===== src/rtl/gray_world_wb.sv =====
// gray_world_wb
//   Gray-world white balance for the HDMI video path, one pixel per clock.
//   Per-channel sums are accumulated over each active frame. At the frame
//   boundary (i_vsync rising edge) the previous frame's sums are snapshotted.
//   One shared restoring divider then computes
//     gain_c = ((Sr+Sg+Sb) << GF) / (3*Sc), saturated to GMAX.
//   New gains are committed to a shadow set and become active on the
//   following frame boundary, so gains never change mid-frame.
//
//   Build option: define GRAY_WB_IIR_EN to smooth gains at commit with
//   shadow += (target - shadow) >>> IIR_SH. Undefined: shadow = target.
//
// Ports
//   clk, rst            pixel clock, synchronous active-high reset
//   en                  1: apply gains, 0: pass pixels through (same latency)
//   update              1: recompute gains at frame end, 0: hold gains
//   i_hsync/i_vsync/i_de, i_r/i_g/i_b, i_x/i_y   input timing, pixel, coords
//   o_hsync/o_vsync/o_de, o_r/o_g/o_b, o_x/o_y   outputs, 3 cycles later
//   gain_r/gain_g/gain_b  gains currently applied (GI.GF fixed point)
//   busy                gain computation in progress
module gray_world_wb #(
  parameter  int DW     = 8,
  parameter  int H_ACT  = 1280,
  parameter  int V_ACT  = 720,
  parameter  int GF     = 8,
  parameter  int GI     = 2,
  parameter  int IIR_SH = 2,
  localparam int X_W    = $clog2(H_ACT),
  localparam int Y_W    = $clog2(V_ACT),
  localparam int GAIN_W = GI + GF
) (
  input  logic              clk,
  input  logic              rst,
  input  logic              en,
  input  logic              update,
  input  logic              i_hsync,
  input  logic              i_vsync,
  input  logic              i_de,
  input  logic [DW-1:0]     i_r,
  input  logic [DW-1:0]     i_g,
  input  logic [DW-1:0]     i_b,
  input  logic [X_W-1:0]    i_x,
  input  logic [Y_W-1:0]    i_y,
  output logic              o_hsync,
  output logic              o_vsync,
  output logic              o_de,
  output logic [DW-1:0]     o_r,
  output logic [DW-1:0]     o_g,
  output logic [DW-1:0]     o_b,
  output logic [X_W-1:0]    o_x,
  output logic [Y_W-1:0]    o_y,
  output logic [GAIN_W-1:0] gain_r,
  output logic [GAIN_W-1:0] gain_g,
  output logic [GAIN_W-1:0] gain_b,
  output logic              busy
);

  localparam int SUM_W = DW + $clog2(H_ACT * V_ACT);
  // wide enough for (3*S) << GAIN_W and for (Sr+Sg+Sb) << GF
  localparam int WW    = SUM_W + 3 + GAIN_W;
  localparam int CW    = $clog2(GAIN_W + 1);
  localparam int PW    = DW + GAIN_W;
  localparam logic [GAIN_W-1:0] GMAX = '1;
  localparam logic [GAIN_W-1:0] GONE = GAIN_W'(1) << GF;

`ifdef GRAY_WB_IIR_EN
  localparam int BLEND_SH = IIR_SH;
`else
  // a zero shift makes the commit blend collapse to shadow = target
  localparam int BLEND_SH = 0 * IIR_SH;
`endif

  typedef enum logic [2:0] {
    S_IDLE,
    S_LATCH,
    S_DIV_R,
    S_DIV_G,
    S_DIV_B,
    S_COMMIT
  } state_t;

  state_t state, state_next;

  // ---------------------------------------------------------------------------
  // Frame statistics
  // ---------------------------------------------------------------------------
  logic             vsync_d;
  logic             frame_seen;
  logic             frame_edge;
  logic             start;
  logic [SUM_W-1:0] sum_r, sum_g, sum_b;
  logic [SUM_W-1:0] snap_r, snap_g, snap_b;

  assign frame_edge = i_vsync & ~vsync_d;
  assign start      = frame_edge & update & frame_seen & (state == S_IDLE);

  always_ff @(posedge clk) begin
    if (rst) begin
      vsync_d    <= 1'b0;
      frame_seen <= 1'b0;
      sum_r      <= '0;
      sum_g      <= '0;
      sum_b      <= '0;
      snap_r     <= '0;
      snap_g     <= '0;
      snap_b     <= '0;
    end else begin
      vsync_d <= i_vsync;
      if (frame_edge) begin
        // the edge-cycle pixel is deliberately not counted
        frame_seen <= 1'b1;
        sum_r      <= '0;
        sum_g      <= '0;
        sum_b      <= '0;
        if (start) begin
          snap_r <= sum_r;
          snap_g <= sum_g;
          snap_b <= sum_b;
        end
      end else if (i_de) begin
        sum_r <= sum_r + SUM_W'(i_r);
        sum_g <= sum_g + SUM_W'(i_g);
        sum_b <= sum_b + SUM_W'(i_b);
      end
    end
  end

  // ---------------------------------------------------------------------------
  // Gain FSM
  // ---------------------------------------------------------------------------
  always_ff @(posedge clk) begin
    if (rst) state <= S_IDLE;
    else     state <= state_next;
  end

  logic [CW-1:0] cnt;
  logic          last_step;

  assign last_step = (cnt == CW'(GAIN_W));

  always_comb begin
    state_next = state;
    case (state)
      S_IDLE:   if (start) state_next = S_LATCH;
      S_LATCH:  state_next = S_DIV_R;
      S_DIV_R:  if (last_step) state_next = S_DIV_G;
      S_DIV_G:  if (last_step) state_next = S_DIV_B;
      S_DIV_B:  if (last_step) state_next = S_COMMIT;
      S_COMMIT: state_next = S_IDLE;
      default:  state_next = S_IDLE;
    endcase
  end

  assign busy = (state != S_IDLE);

  // ---------------------------------------------------------------------------
  // Shared restoring divider
  //   cnt == 0        : check cycle (load remainder, decide saturation)
  //   cnt == 1..GAIN_W: quotient bit GAIN_W-cnt, MSB first
  //   Saturated channels still run the iterations so timing is fixed.
  // ---------------------------------------------------------------------------
  logic [WW-1:0]     n_reg, rem, d_cur, trial;
  logic [GAIN_W-1:0] quo, q_next;
  logic [GAIN_W-1:0] tgt_r, tgt_g, tgt_b;
  logic [GAIN_W-1:0] shadow_r, shadow_g, shadow_b;
  logic [GAIN_W-1:0] active_r, active_g, active_b;
  logic [CW-1:0]     bit_idx;
  logic              sat, take;

  always_comb begin
    d_cur = '0;
    case (state)
      S_DIV_R: d_cur = (WW'(snap_r) << 1) + WW'(snap_r);
      S_DIV_G: d_cur = (WW'(snap_g) << 1) + WW'(snap_g);
      S_DIV_B: d_cur = (WW'(snap_b) << 1) + WW'(snap_b);
      default: d_cur = '0;
    endcase
  end

  assign bit_idx = CW'(GAIN_W) - cnt;
  assign trial   = d_cur << bit_idx;
  assign take    = (cnt != '0) && (rem >= trial);
  assign q_next  = take ? (quo | (GAIN_W'(1) << bit_idx)) : quo;

  function automatic logic [GAIN_W-1:0] blend(input logic [GAIN_W-1:0] cur,
                                              input logic [GAIN_W-1:0] tgt);
    logic signed [GAIN_W+1:0] diff;
    logic signed [GAIN_W+1:0] acc;
    diff = $signed({2'b00, tgt}) - $signed({2'b00, cur});
    acc  = $signed({2'b00, cur}) + (diff >>> BLEND_SH);
    if (acc[GAIN_W+1])    blend = '0;
    else if (acc[GAIN_W]) blend = GMAX;
    else                  blend = acc[GAIN_W-1:0];
  endfunction

  always_ff @(posedge clk) begin
    if (rst) begin
      cnt      <= '0;
      n_reg    <= '0;
      rem      <= '0;
      quo      <= '0;
      sat      <= 1'b0;
      tgt_r    <= GONE;
      tgt_g    <= GONE;
      tgt_b    <= GONE;
      shadow_r <= GONE;
      shadow_g <= GONE;
      shadow_b <= GONE;
      active_r <= GONE;
      active_g <= GONE;
      active_b <= GONE;
    end else begin
      if (frame_edge) begin
        active_r <= shadow_r;
        active_g <= shadow_g;
        active_b <= shadow_b;
      end
      case (state)
        S_LATCH: begin
          n_reg <= (WW'(snap_r) + WW'(snap_g) + WW'(snap_b)) << GF;
          cnt   <= '0;
        end
        S_DIV_R, S_DIV_G, S_DIV_B: begin
          if (cnt == '0) begin
            rem <= n_reg;
            quo <= '0;
            sat <= (d_cur == '0) || ((d_cur << GAIN_W) <= n_reg);
            cnt <= cnt + CW'(1);
          end else begin
            if (take) rem <= rem - trial;
            quo <= q_next;
            if (last_step) begin
              cnt <= '0;
              case (state)
                S_DIV_R: tgt_r <= sat ? GMAX : q_next;
                S_DIV_G: tgt_g <= sat ? GMAX : q_next;
                S_DIV_B: tgt_b <= sat ? GMAX : q_next;
                default: ;
              endcase
            end else begin
              cnt <= cnt + CW'(1);
            end
          end
        end
        S_COMMIT: begin
          shadow_r <= blend(shadow_r, tgt_r);
          shadow_g <= blend(shadow_g, tgt_g);
          shadow_b <= blend(shadow_b, tgt_b);
        end
        default: ;
      endcase
    end
  end

  assign gain_r = active_r;
  assign gain_g = active_g;
  assign gain_b = active_b;

  // ---------------------------------------------------------------------------
  // Pixel datapath: register -> multiply -> shift/clamp (or bypass)
  // ---------------------------------------------------------------------------
  function automatic logic [DW-1:0] scale(input logic [PW-1:0] p);
    logic [PW-1:0] s;
    s = p >> GF;
    if (|s[PW-1:DW]) scale = '1;
    else             scale = s[DW-1:0];
  endfunction

  logic           s1_en, s1_hs, s1_vs, s1_de;
  logic [DW-1:0]  s1_r, s1_g, s1_b;
  logic [X_W-1:0] s1_x;
  logic [Y_W-1:0] s1_y;
  logic           s2_en, s2_hs, s2_vs, s2_de;
  logic [DW-1:0]  s2_r, s2_g, s2_b;
  logic [PW-1:0]  p2_r, p2_g, p2_b;
  logic [X_W-1:0] s2_x;
  logic [Y_W-1:0] s2_y;

  always_ff @(posedge clk) begin
    if (rst) begin
      s1_en <= 1'b0; s1_hs <= 1'b0; s1_vs <= 1'b0; s1_de <= 1'b0;
      s1_r  <= '0;   s1_g  <= '0;   s1_b  <= '0;
      s1_x  <= '0;   s1_y  <= '0;
      s2_en <= 1'b0; s2_hs <= 1'b0; s2_vs <= 1'b0; s2_de <= 1'b0;
      s2_r  <= '0;   s2_g  <= '0;   s2_b  <= '0;
      p2_r  <= '0;   p2_g  <= '0;   p2_b  <= '0;
      s2_x  <= '0;   s2_y  <= '0;
      o_hsync <= 1'b0; o_vsync <= 1'b0; o_de <= 1'b0;
      o_r   <= '0;   o_g   <= '0;   o_b   <= '0;
      o_x   <= '0;   o_y   <= '0;
    end else begin
      s1_en <= en;      s1_hs <= i_hsync; s1_vs <= i_vsync; s1_de <= i_de;
      s1_r  <= i_r;     s1_g  <= i_g;     s1_b  <= i_b;
      s1_x  <= i_x;     s1_y  <= i_y;

      s2_en <= s1_en;   s2_hs <= s1_hs;   s2_vs <= s1_vs;   s2_de <= s1_de;
      s2_r  <= s1_r;    s2_g  <= s1_g;    s2_b  <= s1_b;
      s2_x  <= s1_x;    s2_y  <= s1_y;
      p2_r  <= PW'(s1_r) * PW'(active_r);
      p2_g  <= PW'(s1_g) * PW'(active_g);
      p2_b  <= PW'(s1_b) * PW'(active_b);

      o_hsync <= s2_hs; o_vsync <= s2_vs; o_de <= s2_de;
      o_x     <= s2_x;  o_y     <= s2_y;
      o_r     <= s2_en ? scale(p2_r) : s2_r;
      o_g     <= s2_en ? scale(p2_g) : s2_g;
      o_b     <= s2_en ? scale(p2_b) : s2_b;
    end
  end

endmodule


===== config.mk =====
export PLATFORM = sky130hd
export DESIGN_NAME = gray_world_wb
export DESIGN_NICKNAME = d
export VERILOG_FILES = /design/src/rtl/gray_world_wb.sv
export SDC_FILE = /design/constraint.sdc
export NUM_CORES = 2
export LEC_CHECK = 0
export CORE_MARGIN = 2
export CORE_UTILIZATION = 31
export DETAILED_ROUTE_END_ITERATION = 6
export SYNTH_ARGS = -nofsm -noshare
export SYNTH_HDL_FRONTEND = slang
export SYNTH_SLANG_ARGS = --single-unit

===== constraint.sdc =====
create_clock -name clk -period 6 [get_ports clk]
set_clock_uncertainty 0.05 [all_clocks]
set_input_delay 0.9 -clock clk [delete_from_list [all_inputs] [get_ports clk]]
set_output_delay 0.9 -clock clk [all_outputs]
set_load 0.01 [all_outputs]

After elaboration in Yosys (flattened, before gate mapping)
Cells that the tools add are included.
{"block": "op_classes", "order_cmp": 2, "n_shift": 2, "n_mux": 26, "n_bitwise": 7, "mul": 3, "addsub": 17, "n_reduce_logical": 21, "n_eq_ne": 10}
{"cell": "$add A29 B28 Y30", "count": 4}
{"cell": "$mux W10", "count": 9}
{"cell": "$pmux W30 S3", "count": 1}
{"cell": "$add A28 B8 Y28", "count": 3}
{"cell": "$mux W41", "count": 2}
{"cell": "$mul A8 B10 Y18", "count": 3}
{"cell": "$mux W8", "count": 6}
{"cell": "$ge A41 B41 Y1", "count": 1}
{"cell": "$le A41 B41 Y1", "count": 1}
{"cell": "$logic_not A41 Y1", "count": 1}
{"cell": "$shl A41 B4 Y41", "count": 1}
{"cell": "$sub A41 B41 Y41", "count": 1}
{"cell": "$add A11 B11 Y12", "count": 3}
{"cell": "$sub A10 B10 Y11", "count": 3}
{"cell": "$add A28 B28 Y29", "count": 1}
{"cell": "$reduce_and A4 Y1", "count": 4}
{"cell": "$pmux W3 S5", "count": 1}
{"cell": "$mux W3", "count": 4}
{"cell": "$or A10 B10 Y10", "count": 1}
{"cell": "$shl A1 B4 Y10 const A", "count": 1}
{"cell": "$mux W4", "count": 2}
{"cell": "$ne A2 B2 Y1 const B", "count": 4}
{"cell": "$pmux W4 S2", "count": 1}
{"cell": "$reduce_or A2 Y1", "count": 4}
{"cell": "other kinds (17)", "count": 26}
{"block": "word_totals", "output_inout_bits": 79, "regBits": 551, "elab_cells": 139}

Depth between registers and ports, before layout
{"block": "depth", "word_depth": 7, "ltp_mapped": 32, "ltp_nobuf": 30}

Worst setup path after synthesis
No wires, ideal clock.
{"block": "synth_timing", "path_type": "reg-to-reg", "start": "register snap_b[1]", "end": "register tgt_b[8]", "path_slack_ns": -0.428, "setup_time_ns": 0.143, "path_buffers": 1, "path_stages_with_launch": 30, "arrival_ns": 6.235, "cell_sequence": "dfxtp_1 > ha_1 > fa_1 > a21o_1 > a221o_2 > a2111oi_4 > o21bai_1 > a21o_1 > xnor2_1 > a221oi_1 > a21oi_1 > mux2_2 > o21ai_0 > nor2_1 > a21oi_1 > ha_1 > clkbuf_1 > a21o_1 > a21o_1 > a21oi_1 > nor2_1 > nor2_1 > o31ai_1 > a41oi_1 > o21ai_1 > a21o_1 > nand2_1 > nor3_1 > a2111oi_0 > a21oi_1"}
{"block": "synth_between", "elab_chain_len": 7}
{"element": "start, declared", "line": "92", "rtl": "logic [SUM_W-1:0] snap_r, snap_g, snap_b;"}
{"element": "start signal, assigned", "line": "118", "rtl": "snap_b <= sum_b;"}
{"element": "$add A29 B28 Y30", "line": "175", "rtl": "S_DIV_B: d_cur = (WW'(snap_b) << 1) + WW'(snap_b);"}
{"element": "$pmux W30 S3", "line": "172", "rtl": "case (state)"}
{"element": "$shl A41 B4 Y41", "line": "181", "rtl": "assign trial = d_cur << bit_idx;"}
{"element": "$ge A41 B41 Y1", "line": "182", "rtl": "assign take = (cnt != '0) && (rem >= trial);"}
{"element": "$logic_and A1 B1 Y1", "line": "182"}
{"element": "$mux W10", "line": "183", "rtl": "assign q_next = take ? (quo | (GAIN_W'(1) << bit_idx)) : quo;"}
{"element": "$mux W10", "line": "237", "rtl": "S_DIV_B: tgt_b <= sat ? GMAX : q_next;"}
{"element": "end signal, assigned", "line": "237"}
{"element": "end, declared", "line": "164", "rtl": "logic [GAIN_W-1:0] tgt_r, tgt_g, tgt_b;"}
Every way passes these cells.
A chain may end at the register's enable or synchronous reset.

Worst setup path after layout
{"block": "layout_timing", "start": "register snap_b[1]", "end": "register rem[19]"}
{"block": "layout_between", "elab_chain_len": 7, "elab_cells_between_ends": 10, "cone_classes": "add/sub: 2; order compare: 1; shift: 1; mux: 3; reduce/logical: 3"}
{"element": "$add A29 B28 Y30 *", "line": "175"}
{"element": "$pmux W30 S3 *", "line": "172"}
{"element": "$shl A41 B4 Y41 *", "line": "181"}
{"element": "$ge A41 B41 Y1", "line": "182"}
{"element": "$logic_and A1 B1 Y1", "line": "182"}
{"element": "$reduce_bool A2 Y1 (no source line)"}
{"element": "$reduce_and A2 Y1 (no source line)"}
{"element": "end signal, assigned", "line": "225", "rtl": "rem <= n_reg;"}
{"element": "end signal, assigned", "line": "230", "rtl": "if (take) rem <= rem - trial;"}
{"element": "end, declared", "line": "162", "rtl": "logic [WW-1:0] n_reg, rem, d_cur, trial;"}
Every way passes the cells marked *; elsewhere a longest branch is shown, timed or not. The select of a mux whose other input is x is not followed.

==> results.md <==
| Step | Item | Reported |
|---|---|---|
| sta | Minimum period implied by the final worst setup slack | 6.43 ns |
| synth | Synth top area share | 27.1% |
| final layout | Flip-flop count of the largest register, all copies and words added | 41 |
| sta | Final Hold Vio Count | 0 |
| place | Placement-stage worst setup slack | -0.830 ns |
| setup path | Type of origin of the critical path | register |
| setup path | Most used cell, CP | sky130_fd_sc_hd__a21o_1 |
| die | Placeable core region | 124000 µm² |
| setup path | Timing endpoint of the critical path | rem[19] |
| setup path | Type of the setup path with the least slack | register to register |
| setup path | Library cell contributing the largest single delay on the critical path | sky130_fd_sc_hd__mux4_2 |
| grt | Global Route Usage Sum | 17.7% |
| synth | Proportion of synthesized chip area in sequential cells | 27.1% |
| clock network | H-tree level count | 2 |
| setup path | Slowest stage delay, CP | 0.51 ns |
| sta | Final worst-path setup slack | -0.433 ns |
| grt | Maximum number of pins on one net before global-route repair | 94 |
| sta | Total negative slack for setup checks | -26.91 ns |
| grt | Gr ovfl total | 0 |
| final layout | Number of nets in the layout | 5924 |
| detailed routing | Post-DR wirelength/cell | 16.7 µm |
| setup path | Endpoint type of the worst setup path | register |
| synth | Ys async rst share | 0% |
| worst hold path | Hold crit path type | register to register |
| synth | Leading cell types by total area after synthesis | sky130_fd_sc_hd__dfxtp_1 27%, sky130_fd_sc_hd__ha_1 12%, sky130_fd_sc_hd__fa_1 9.5% |
| die | Die width | 358 µm |
| setup path | Crit path DAT | 6.89 ns |
| sta | Maximum achievable frequency | 155 MHz |
| final layout | FF+latch area | 10500 µm² |
| final layout | Final standard cell count with taps included and fillers excluded | 7010 |
| detailed routing | DRC | 0 |
| clock network | CTS Root Buffer Type | sky130_fd_sc_hd__clkbuf_16 |
| synth | Post-synth top flop | sky130_fd_sc_hd__dfxtp_1 |
| setup path | Data required time at the worst endpoint | 6.46 ns |
| grt | Global-route wire length before repair | 183000 µm |
| die | I/O pin count | 131 |
| final layout | Commonest non-fill, non-tap cell in the layout | sky130_fd_sc_hd__nand2_1 |
| detailed routing | Routed vias | 35100 |
| synth | Average instance area after synthesis | 8.18 µm² |
| grt | Number of global-route vias before repair | 34000 |
| detailed routing | Drt first pass iters | 5 |
| synth | Post-synth EDFFs | 0 |
| clock network | Clock Sink Count | 524 |
| setup path | Crit-path max FO | 8 |
| power | Power density of the placed cells | 172 nW/µm² |
| power | Design Power | 8.49 mW |
| grt | Number of antenna violations at the first check in global routing | 2 |
| sta | Final critical-path share of the clock period | 107% |
| place | Port buffer count | 130 |
| synth | Top cell type by total area after synthesis | sky130_fd_sc_hd__dfxtp_1 |
| die | Area enclosed by the die boundary | 128000 µm² |
| clock network | Insertion delay of the later-clocked pin in the worst-skew pair | 0.67 ns |
| die | Chip height | 358 µm |
| clock network | Maximum number of buffers from clock root to sink | 3 |
| detailed routing | Antenna viol nets, final | 0 |
| run status | Run status | complete, but fails checks |
| run | Count of maximum capacitance violations | 0 |
| final layout | Multi-input gate area in the final layout | 27400 µm² |
| sta | Final setup vio count | 81 |
| final layout | Fraction of layout cells with a size suffix above 1 | 18.3% |
| die | Effective utilization at floorplan | 31.3% |
| place | Weighted congestion at the end of routability-driven global placement | 0.919 |
| detailed routing | Via count normalized by instance count | 5.00 |
| clock network | TritonCTS Buffers | 58 |
| clock network | Number of buffers added to fix hold violations after cts | 0 |
| synth | Library cells used by synthesis | 97 |
| detailed routing | Total Wirelength | 117000 µm |
| synth | Post-Syn Instances | 4739 |
| setup path | Worst Reg-to-Reg Cells | 33 |
| sta | Setup repair after global routing missed its margin | yes |
| synth | Yosys synthesis warning count | 0 |
| sta | Count of pins over their slew limit | 0 |
| setup path | Reg2Reg Capture Point | rem[19] |
| die | Number of rows in the core area | 129 |
| place | Placed cell count | 6839 |
| setup path | Worst setup startpoint | snap_b[1] |
| sta | Transition time of the tightest slew-check pin | 1.28 ns |
| power | Worst VDD drop | 0.196 mV |
| run status | Failing checks | setup timing |
| power | Leakage component of the power | 22.2 nW |
| final layout | Relative area change from synthesis to final layout | 27.6% |
| final layout | Highest-count cells in the layout ignoring fill and taps | 588 x sky130_fd_sc_hd__nand2_1, 583 x sky130_fd_sc_hd__buf_4, 518 x sky130_fd_sc_hd__dfxtp_1 |
| setup path | Slack of the worst reg-to-reg path | -0.43 ns |
| clock network | Clock tree from TritonCTS | built |
| synth | Netlist area before placement | 38800 µm² |
| setup path | Startpoint of the worst-slack reg-to-reg timing path | snap_b[1] |
| synth | Count of state elements after synthesis | 524 |
| clock network | Clock edge transition at the registers on the reported setup and hold paths | 0.07 ns |
| detailed routing | Count of routing violations after the opening detailed-route iteration | 2260 |
| synth | Synthesized net count | 5340 |
| final layout | Layout fillers | 12500 |
| sta | Relative slew slack | 14.5% |
| place | Final HPWL from detailed placement | 88600 µm |
## layer usage
metal  global-route usage (%)  wire length [µm]  share of wire [%]  vias to the layer above
met5                        0                 0                  0                        -
met4                     5.91              3850                3.3                        0
met3                     2.07              5150                4.4                      190
met2                     29.6             54000                 46                      736
met1                     23.5             53700                 46                    16800
li1                         -                 -                  -                    17300
## report_power, final
group	total (mW)	switching, mW	internal, mW
logic	1.03	0.538	0.495
clock network	3.85	1.66	2.19
registers	3.61	0.0593	3.55
total	8.49	2.25	6.23
## per-stage QoR
stage / instance area [µm²] / util [%] / hold WS, ns
after floorplan: 38800 / - / 0.364
after global placement: 45600 / 36.8 / 0.364
after detailed placement: 45600 / 36.8 / 0.373
after CTS: 48300 / 39.0 / 0.371
after global routing: 49500 / 39.9 / 0.387
final: 49500 / 39.9 / 0.380
## Yosys cell counts (8+ instances only)
cell type                   instances
sky130_fd_sc_hd__a211oi_1         114
sky130_fd_sc_hd__inv_1            320
sky130_fd_sc_hd__o211ai_1          21
sky130_fd_sc_hd__a221oi_1           8
sky130_fd_sc_hd__nor3b_1           11
sky130_fd_sc_hd__a211o_1            8
sky130_fd_sc_hd__dfxtp_1          524
sky130_fd_sc_hd__a22oi_1           14
sky130_fd_sc_hd__mux2i_1           65
sky130_fd_sc_hd__nand2b_1          37
sky130_fd_sc_hd__nor2b_1          176
sky130_fd_sc_hd__o21ai_0          162
sky130_fd_sc_hd__o21a_1            33
sky130_fd_sc_hd__a31o_2             8
sky130_fd_sc_hd__or3_1             31
sky130_fd_sc_hd__a311oi_1          11
sky130_fd_sc_hd__or2_2             20
sky130_fd_sc_hd__xor2_1            91
sky130_fd_sc_hd__a21boi_0          14
sky130_fd_sc_hd__a21oi_1          397
sky130_fd_sc_hd__o21bai_1          53
sky130_fd_sc_hd__a31oi_1           28
sky130_fd_sc_hd__nor3_1            83
sky130_fd_sc_hd__and3_1            44
sky130_fd_sc_hd__nand4_1           28
sky130_fd_sc_hd__ha_1             366
sky130_fd_sc_hd__and2_1           137
sky130_fd_sc_hd__nand3_1           58
sky130_fd_sc_hd__clkbuf_1         193
sky130_fd_sc_hd__o31ai_1           20
sky130_fd_sc_hd__buf_1             22
sky130_fd_sc_hd__nor2_1           440
sky130_fd_sc_hd__fa_1             183
sky130_fd_sc_hd__xnor2_1          143
sky130_fd_sc_hd__mux2_2             8
sky130_fd_sc_hd__o21ai_1           15
sky130_fd_sc_hd__a2111oi_0          8
sky130_fd_sc_hd__a21o_1           110
sky130_fd_sc_hd__nand2_1          599
## logic make-up after synthesis
group	after synthesis	synth area share, %
simple gates	1704	20.6
compound gates	1104	18.3
fa+ha+maj	551	21.3
buf+inv	544	5.29
flops	524	27.1
xor+xnor	234	5.29
mux	78	2.15
## what timing repair did
action	CTS	global route
gates resized for setup	93	167
gates cloned	3	7
buffers inserted	31	26
pin swaps	53	80
endpoints found under the setup margin	81	82
## layout make-up
class,count,area share (%)
timing repair buffer,745,12.6
clock buffer,64,3.04
inverter,323,2.45
clock inverter,45,1.09
sequential,524,21.2
antenna,1,0.00506
tap,1637,4.14
multi-input combinational,3671,55.5
## worst min-delay path by stage
stage,start,to,slack (ns),cells after the start
2_1_floorplan,s2_de,o_de,0.36,1
3_3_place_gp,s1_x[3],s2_x[3],0.36,1
3_5_place_dp,s1_y[3],s2_y[3],0.37,1
4_1_cts,s1_y[6],s2_y[6],0.37,1
5_1_grt,s1_x[3],s2_x[3],0.39,1
6_report,s2_vs,o_vsync,0.38,1
## critical path, delay by kind of cell, from the launching register on
| family | cells | cell delay [ns] |
|---|---|---|
| AND/OR/NAND/NOR | 4 | 0.33 |
| flip-flops | 1 | 0.34 |
| buffers and inverters | 7 | 1.06 |
| multiplexers | 3 | 0.90 |
| XOR/XNOR | 1 | 0.09 |
| AO/OA/AOI/OAI | 16 | 2.89 |
| adder cells (fa/ha/maj) | 2 | 0.59 |
No activity file was read; power rests on OpenSTA's default activity.
